[src/rtl/prefetch_unit.sv]
// prefetch_unit: instruction-fetch front end.
// Issues sequential fetch requests under a credit limit. Returned instructions
// are buffered with their PCs in a small FIFO that decode drains. A branch
// redirect flushes the FIFO, marks in-flight responses as stale and restarts
// fetch at the target.
//
// Handshake semantics (both request and decode sides): a transfer happens in
// a cycle where valid and ready are both high at the rising clock edge. Valid
// never depends on ready. Memory responses have no backpressure and arrive
// in request order, one per accepted request.
module prefetch_unit #(
  parameter int                XLEN     = 32,
  parameter logic [XLEN-1:0]   RESET_PC = {XLEN{1'b0}},
  parameter int                DEPTH    = 2
) (
  input  logic            i_clk,
  input  logic            i_rst,
  input  logic            i_branch,
  input  logic [XLEN-1:0] i_addr,
  output logic            o_imem_req_valid,
  output logic [XLEN-1:0] o_imem_req_addr,
  input  logic            i_imem_req_ready,
  input  logic            i_imem_rsp_valid,
  input  logic [XLEN-1:0] i_imem_rsp_data,
  output logic            o_inst_valid,
  output logic [XLEN-1:0] o_inst,
  output logic [XLEN-1:0] o_inst_pc,
  input  logic            i_inst_ready
);

  // Counter width holds 0..DEPTH. Sums of three counters use two extra bits.
  localparam int CW = $clog2(DEPTH + 1);
  localparam int SW = CW + 2;
  localparam int PW = (DEPTH > 1) ? $clog2(DEPTH) : 1;

  // Fetch and response-tracking state.
  logic [XLEN-1:0] r_pc;
  logic [XLEN-1:0] r_rsp_pc;
  logic [CW-1:0]   r_inflight;
  logic [CW-1:0]   r_drop_cnt;
  logic [CW-1:0]   r_count;
  logic [PW-1:0]   r_head;
  logic [PW-1:0]   r_tail;
  logic [XLEN-1:0] r_fifo_inst [DEPTH];
  logic [XLEN-1:0] r_fifo_pc   [DEPTH];

  // Combinational event decode.
  logic [XLEN-1:0] w_target;
  logic [SW-1:0]   w_occupancy;
  logic            w_credit;
  logic            w_req_valid;
  logic            w_req_fire;
  logic            w_rsp_drop;
  logic            w_rsp_push;
  logic            w_pop;
  logic            w_rsp_any_owed;

  // Next-state values for the counters.
  logic [CW-1:0]   w_inflight_nxt;
  logic [CW-1:0]   w_drop_cnt_nxt;
  logic [CW-1:0]   w_count_nxt;

  // Wrap a FIFO pointer modulo DEPTH (DEPTH need not be a power of two).
  function automatic logic [PW-1:0] ptr_inc(input logic [PW-1:0] p);
    if (p == PW'(DEPTH - 1)) begin
      return {PW{1'b0}};
    end
    return p + PW'(1);
  endfunction

  // Redirect targets are forced to word alignment.
  assign w_target = i_addr & ~(XLEN'(3));

  // Every buffered entry, outstanding request and stale response holds a
  // slot; a new request is allowed only while a slot is free.
  assign w_occupancy = SW'(r_count) + SW'(r_inflight) + SW'(r_drop_cnt);
  assign w_credit    = (w_occupancy < SW'(DEPTH));
  assign w_req_valid = !i_rst && !i_branch && w_credit;
  assign w_req_fire  = w_req_valid && i_imem_req_ready;

  // Stale responses are consumed first; a response with nothing owed is
  // a protocol violation and is simply ignored.
  assign w_rsp_drop     = i_imem_rsp_valid && (r_drop_cnt != '0);
  assign w_rsp_push     = i_imem_rsp_valid && (r_drop_cnt == '0) && (r_inflight != '0);
  assign w_rsp_any_owed = (r_drop_cnt != '0) || (r_inflight != '0);
  assign w_pop          = (r_count != '0) && i_inst_ready;

  assign o_imem_req_valid = w_req_valid;
  assign o_imem_req_addr  = r_pc;
  assign o_inst_valid     = (r_count != '0);
  assign o_inst           = r_fifo_inst[r_head];
  assign o_inst_pc        = r_fifo_pc[r_head];

  // Counter next-state: a redirect moves everything in flight to the drop
  // count (minus a response arriving in that same cycle) and empties the FIFO.
  always_comb begin
    w_inflight_nxt = r_inflight;
    w_drop_cnt_nxt = r_drop_cnt;
    w_count_nxt    = r_count;
    if (i_branch) begin
      w_inflight_nxt = '0;
      w_count_nxt    = '0;
      w_drop_cnt_nxt = r_drop_cnt + r_inflight
                       - CW'(i_imem_rsp_valid && w_rsp_any_owed);
    end else begin
      w_inflight_nxt = r_inflight + CW'(w_req_fire) - CW'(w_rsp_push);
      w_drop_cnt_nxt = r_drop_cnt - CW'(w_rsp_drop);
      w_count_nxt    = r_count + CW'(w_rsp_push) - CW'(w_pop);
    end
  end

  // Counter registers.
  always_ff @(posedge i_clk or posedge i_rst) begin
    if (i_rst) begin
      r_inflight <= '0;
      r_drop_cnt <= '0;
      r_count    <= '0;
    end else begin
      r_inflight <= w_inflight_nxt;
      r_drop_cnt <= w_drop_cnt_nxt;
      r_count    <= w_count_nxt;
    end
  end

  // Request PC and the PC tagged onto the next accepted response.
  always_ff @(posedge i_clk or posedge i_rst) begin
    if (i_rst) begin
      r_pc     <= RESET_PC;
      r_rsp_pc <= RESET_PC;
    end else if (i_branch) begin
      r_pc     <= w_target;
      r_rsp_pc <= w_target;
    end else begin
      if (w_req_fire) begin
        r_pc <= r_pc + XLEN'(4);
      end
      if (w_rsp_push) begin
        r_rsp_pc <= r_rsp_pc + XLEN'(4);
      end
    end
  end

  // FIFO pointers: cleared on redirect, advanced on push and pop.
  always_ff @(posedge i_clk or posedge i_rst) begin
    if (i_rst) begin
      r_head <= '0;
      r_tail <= '0;
    end else if (i_branch) begin
      r_head <= '0;
      r_tail <= '0;
    end else begin
      if (w_rsp_push) begin
        r_tail <= ptr_inc(r_tail);
      end
      if (w_pop) begin
        r_head <= ptr_inc(r_head);
      end
    end
  end

  // FIFO storage; cleared on reset so the head outputs read zero.
  always_ff @(posedge i_clk or posedge i_rst) begin
    if (i_rst) begin
      for (int i = 0; i < DEPTH; i++) begin
        r_fifo_inst[i] <= '0;
        r_fifo_pc[i]   <= '0;
      end
    end else if (w_rsp_push && !i_branch) begin
      r_fifo_inst[r_tail] <= i_imem_rsp_data;
      r_fifo_pc[r_tail]   <= r_rsp_pc;
    end
  end

endmodule

[config.mk]
export PLATFORM = sky130hd
export DESIGN_NAME = prefetch_unit
export DESIGN_NICKNAME = d
export VERILOG_FILES = /design/src/rtl/prefetch_unit.sv
export SDC_FILE = /design/constraint.sdc
export NUM_CORES = 1
export LEC_CHECK = 0
export CORE_UTILIZATION = 30
export DETAILED_ROUTE_END_ITERATION = 8
export PLACE_DENSITY = 0.57
export SYNTH_ARGS = -nofsm -noshare
export SYNTH_HDL_FRONTEND = slang
export SYNTH_SLANG_ARGS = --single-unit
[constraint.sdc]
create_clock -name i_clk -period 21.1 [get_ports i_clk]
set_clock_uncertainty 0.2 [all_clocks]
set_input_delay 5.275 -clock i_clk [delete_from_list [all_inputs] [get_ports i_clk]]
set_output_delay 5.275 -clock i_clk [all_outputs]
set_load 0.02 [all_outputs]
==> reports/summary.txt <==
Outcome = complete, no violations
Slew Viols, Final = 0
CTS tree = built
Routed vias = 6386
CP max stage delay = 600 ps
Clock Tree Buf Depth = 2
Netlist cell types = 49
Final Hold Vio Count = 0
Hpwl dp = 15400 µm
Cell taking the most area after synthesis = dfrtp_1
RSZ-0062 raised after global routing = no
Fin area = 11780 µm²
Setup TNS = 0 ps
F_max = 81.04 MHz
Share of post-route cells with drive strength above 1 = 0.2573
MaxCap Viol Count = 0
Rows = 63
CP bufs+invs = 2
Core footprint = 29950 µm²
Initial antenna violation count = 0
Gpl congestion = 0.7790
Drt via density = 4.871
Crit path cell chain = clkdlybuf4s50_1, nor4_1, and2_1, clkdlybuf4s50_1
Crit path max fanout = 2
Synth Warn # = 0
Max_slew headroom = 0.3609
Cell area after synthesis = 9248 µm²
TritonCTS Buffers = 17
Top cells by count, synth = dfrtp_1 (192), mux2_2 (183), nand2_1 (49), o21ai_0 (37), nand3_1 (32)
Clock slew at reported path FFs = 70 ps
H-tree depth = 4
Synth Area per Inst = 12.17 µm²
# resized after CTS = 0
First-pass GRT wire length = 36670 µm
DP Area = 11180 µm²
DRC errors left = 0
Crit-path leading delay family = buffers and inverters
Layout overhead on the synthesized area = 27.37%
Largest net degree at the start of global routing = 140
Top cell by count, worst path = clkdlybuf4s50_1
Synth Register Bits = 192
Hold_buf cts = 0
Final Setup Violations = 0
Worst skew pair latency = 440 ps
Antenna-violating nets left = 0
FF+latch area = 4806 µm²
Number of global-route vias before repair = 6524
Setup Buffers After CTS = 0
Post-synth EDFFs = 0
Final nets = 991
Grt ovf = 0
Critical Path AT = 6870 ps
Initial Util = 0.3087
Fin crit share = 0.5848
Peak VDD IR = 47.84 µV
Drt total wl = 23170 µm
Tot GR Track Use = 0.1518
Tightest Hold Check Type = flop to flop
Die ar. = 31530 µm²
Setup crit end kind = output port
Seq/Total Area, Yosys = 0.5196
Cell leakage power = 5.252 nW
CP startpoint kind = primary input
Most common cell in the netlist = dfrtp_1
# diodes = 0
Cell count after synthesis = 760
Crit Path Class = primary input to output port
Worst EP required = 15620 ps
Slowest-stage cell, CP = clkdlybuf4s50_1
Top_reg_cell synth = dfrtp_1
DR pass1 iterations = 4
IO Count = 168
Fin crit period = 12340 ps
IO Port Bufs = 161
Fillers = 2881
Final WS setup = 8760 ps
TritonCTS sink count = 192
Clk root buf = clkbuf_16
Routed wire per std cell = 17.67 µm
Largest cells by area after synthesis = dfrtp_1 (52%), mux2_2 (22%), xor2_1 (2.7%), o21ai_0 (2.0%), nand2_1 (2.0%)
Dpl ws = 8743 ps
DR iter-0 viols = 318
P per Cell Area = 96.73 nW/µm²
Multi-input logic area = 4144 µm²
Asr flop ratio synth = 1.000
Die height = 177.6 µm
Die X-Extent = 177.6 µm
Synth top area share = 0.5196
Slew @ Worst Pin = 958.7 ps
-- through the flow --
stage / hold slack (ps) / instances / utilization / total power [W]
after detailed placement: 269.8 / 1279 / 0.3732 / 0.0008248
after global placement: 263.3 / 1279 / 0.3732 / 0.0008215
after CTS: 290.2 / 1311 / 0.3932 / 0.001160
final: 283.1 / 1311 / 0.3932 / 0.001139
after global routing: 314.9 / 1311 / 0.3932 / 0.001203
after floorplan: 244.4 / 763 / - / 0.0006732
-- metal layers --
metal | share of wire | track usage | vias to the layer above
met4 | 0.013 | 0.04345 | 0
met2 | 0.47 | 0.2448 | 163
li1 | - | - | 3024
met1 | 0.46 | 0.2009 | 3179
met3 | 0.056 | 0.03728 | 20
met5 | 0 | 0 | -
-- worst min-delay path, delay by kind of cell, from the launching register on --
kind	cells	cell delay, ps
DFF	1	350
AOI/OAI and AO/OA	1	60
and+or+nand+nor	1	50
-- layout make-up --
cell class                 instances  area share
timing repair buffer             168      0.1409
sequential                       192      0.4080
clock buffer                      17     0.03612
clock inverter                    15     0.01477
inverter                          20    0.007011
tap                              390     0.04143
multi-input combinational        509      0.3518
-- path summary, 6_finish.rpt --
check | from | cells after the start | slack [ps] | end
setup / recovery | i_rst | 4 | 8760 | o_imem_req_valid
min in group asynchronous | i_rst | 2 | 5300 | r_fifo_inst[62]$_DFFE_PP0P_
max in group asynchronous | i_rst | 3 | 14080 | r_rsp_pc[19]$_DFFE_PP0N_
setup reg to reg | r_drop_cnt[1]$_DFF_PP0_ | 11 | 17090 | r_inflight[0]$_DFF_PP0_
hold / removal | r_fifo_pc[31]$_DFFE_PP0P_ | 2 | 280 | r_fifo_pc[31]$_DFFE_PP0P_
hold reg to reg | r_fifo_pc[31]$_DFFE_PP0P_ | 2 | 280 | r_fifo_pc[31]$_DFFE_PP0P_
-- flip-flops by register name, summed over array words and instances (netlist names) --
register / cells
r_fifo_inst: 64
r_inflight: 2
r_tail: 1
o_imem_req_addr: 30
r_rsp_pc: 30
r_count: 2
r_fifo_pc: 60
r_drop_cnt: 2
r_head: 1
-- kinds of logic (layout without fill, tap and decap cells) --
logic type / after synthesis / after routing / synth area share
other: 1 / 4 / 0.0004055
AND/OR/NAND/NOR: 175 / 175 / 0.09904
flip-flops: 192 / 192 / 0.5196
buffers and inverters: 62 / 220 / 0.03355
AO/OA/AOI/OAI: 85 / 85 / 0.05777
adder cells (fa/ha/maj): 13 / 13 / 0.01840
multiplexers: 191 / 191 / 0.2324
XOR/XNOR: 41 / 41 / 0.03883
-- where the power goes --
part	leakage, nW	internal, W	switching [W]
clock	0.287	0.000169	0.000158
sequential	2.54	0.000423	0.0000414
combinational	2.42	0.000183	0.000165
-- layout by cell type (no fill, tap or decap), types with 4 or more instances in the layout --
| cell type | Yosys | final |
|---|---|---|
| a21oi_1 | 11 | 11 |
| nand4_1 | 24 | 24 |
| nand3_1 | 32 | 32 |
| xor2_1 | 28 | 28 |
| xnor2_1 | 13 | 13 |
| inv_1 | 18 | 17 |
| nor4_1 | 4 | 4 |
| nor3_1 | 7 | 7 |
| mux2_2 | 183 | 183 |
| ha_1 | 12 | 12 |
| nand2_1 | 49 | 49 |
| mux2_1 | 7 | 7 |
| o21ai_0 | 37 | 37 |
| clkdlybuf4s50_1 | 0 | 160 |
| and2_1 | 5 | 5 |
| o311ai_0 | 13 | 13 |
| buf_4 | 4 | 7 |
| dfrtp_1 | 192 | 191 |
| nor2_1 | 24 | 24 |
| clkbuf_16 | 0 | 17 |
| inv_6 | 0 | 4 |
| and3_1 | 11 | 11 |
| a31oi_1 | 5 | 5 |
| o211ai_1 | 13 | 13 |
| conb_1 | 1 | 4 |
| or3_1 | 4 | 4 |
Note: power is estimated with default switching activity, not from simulation.
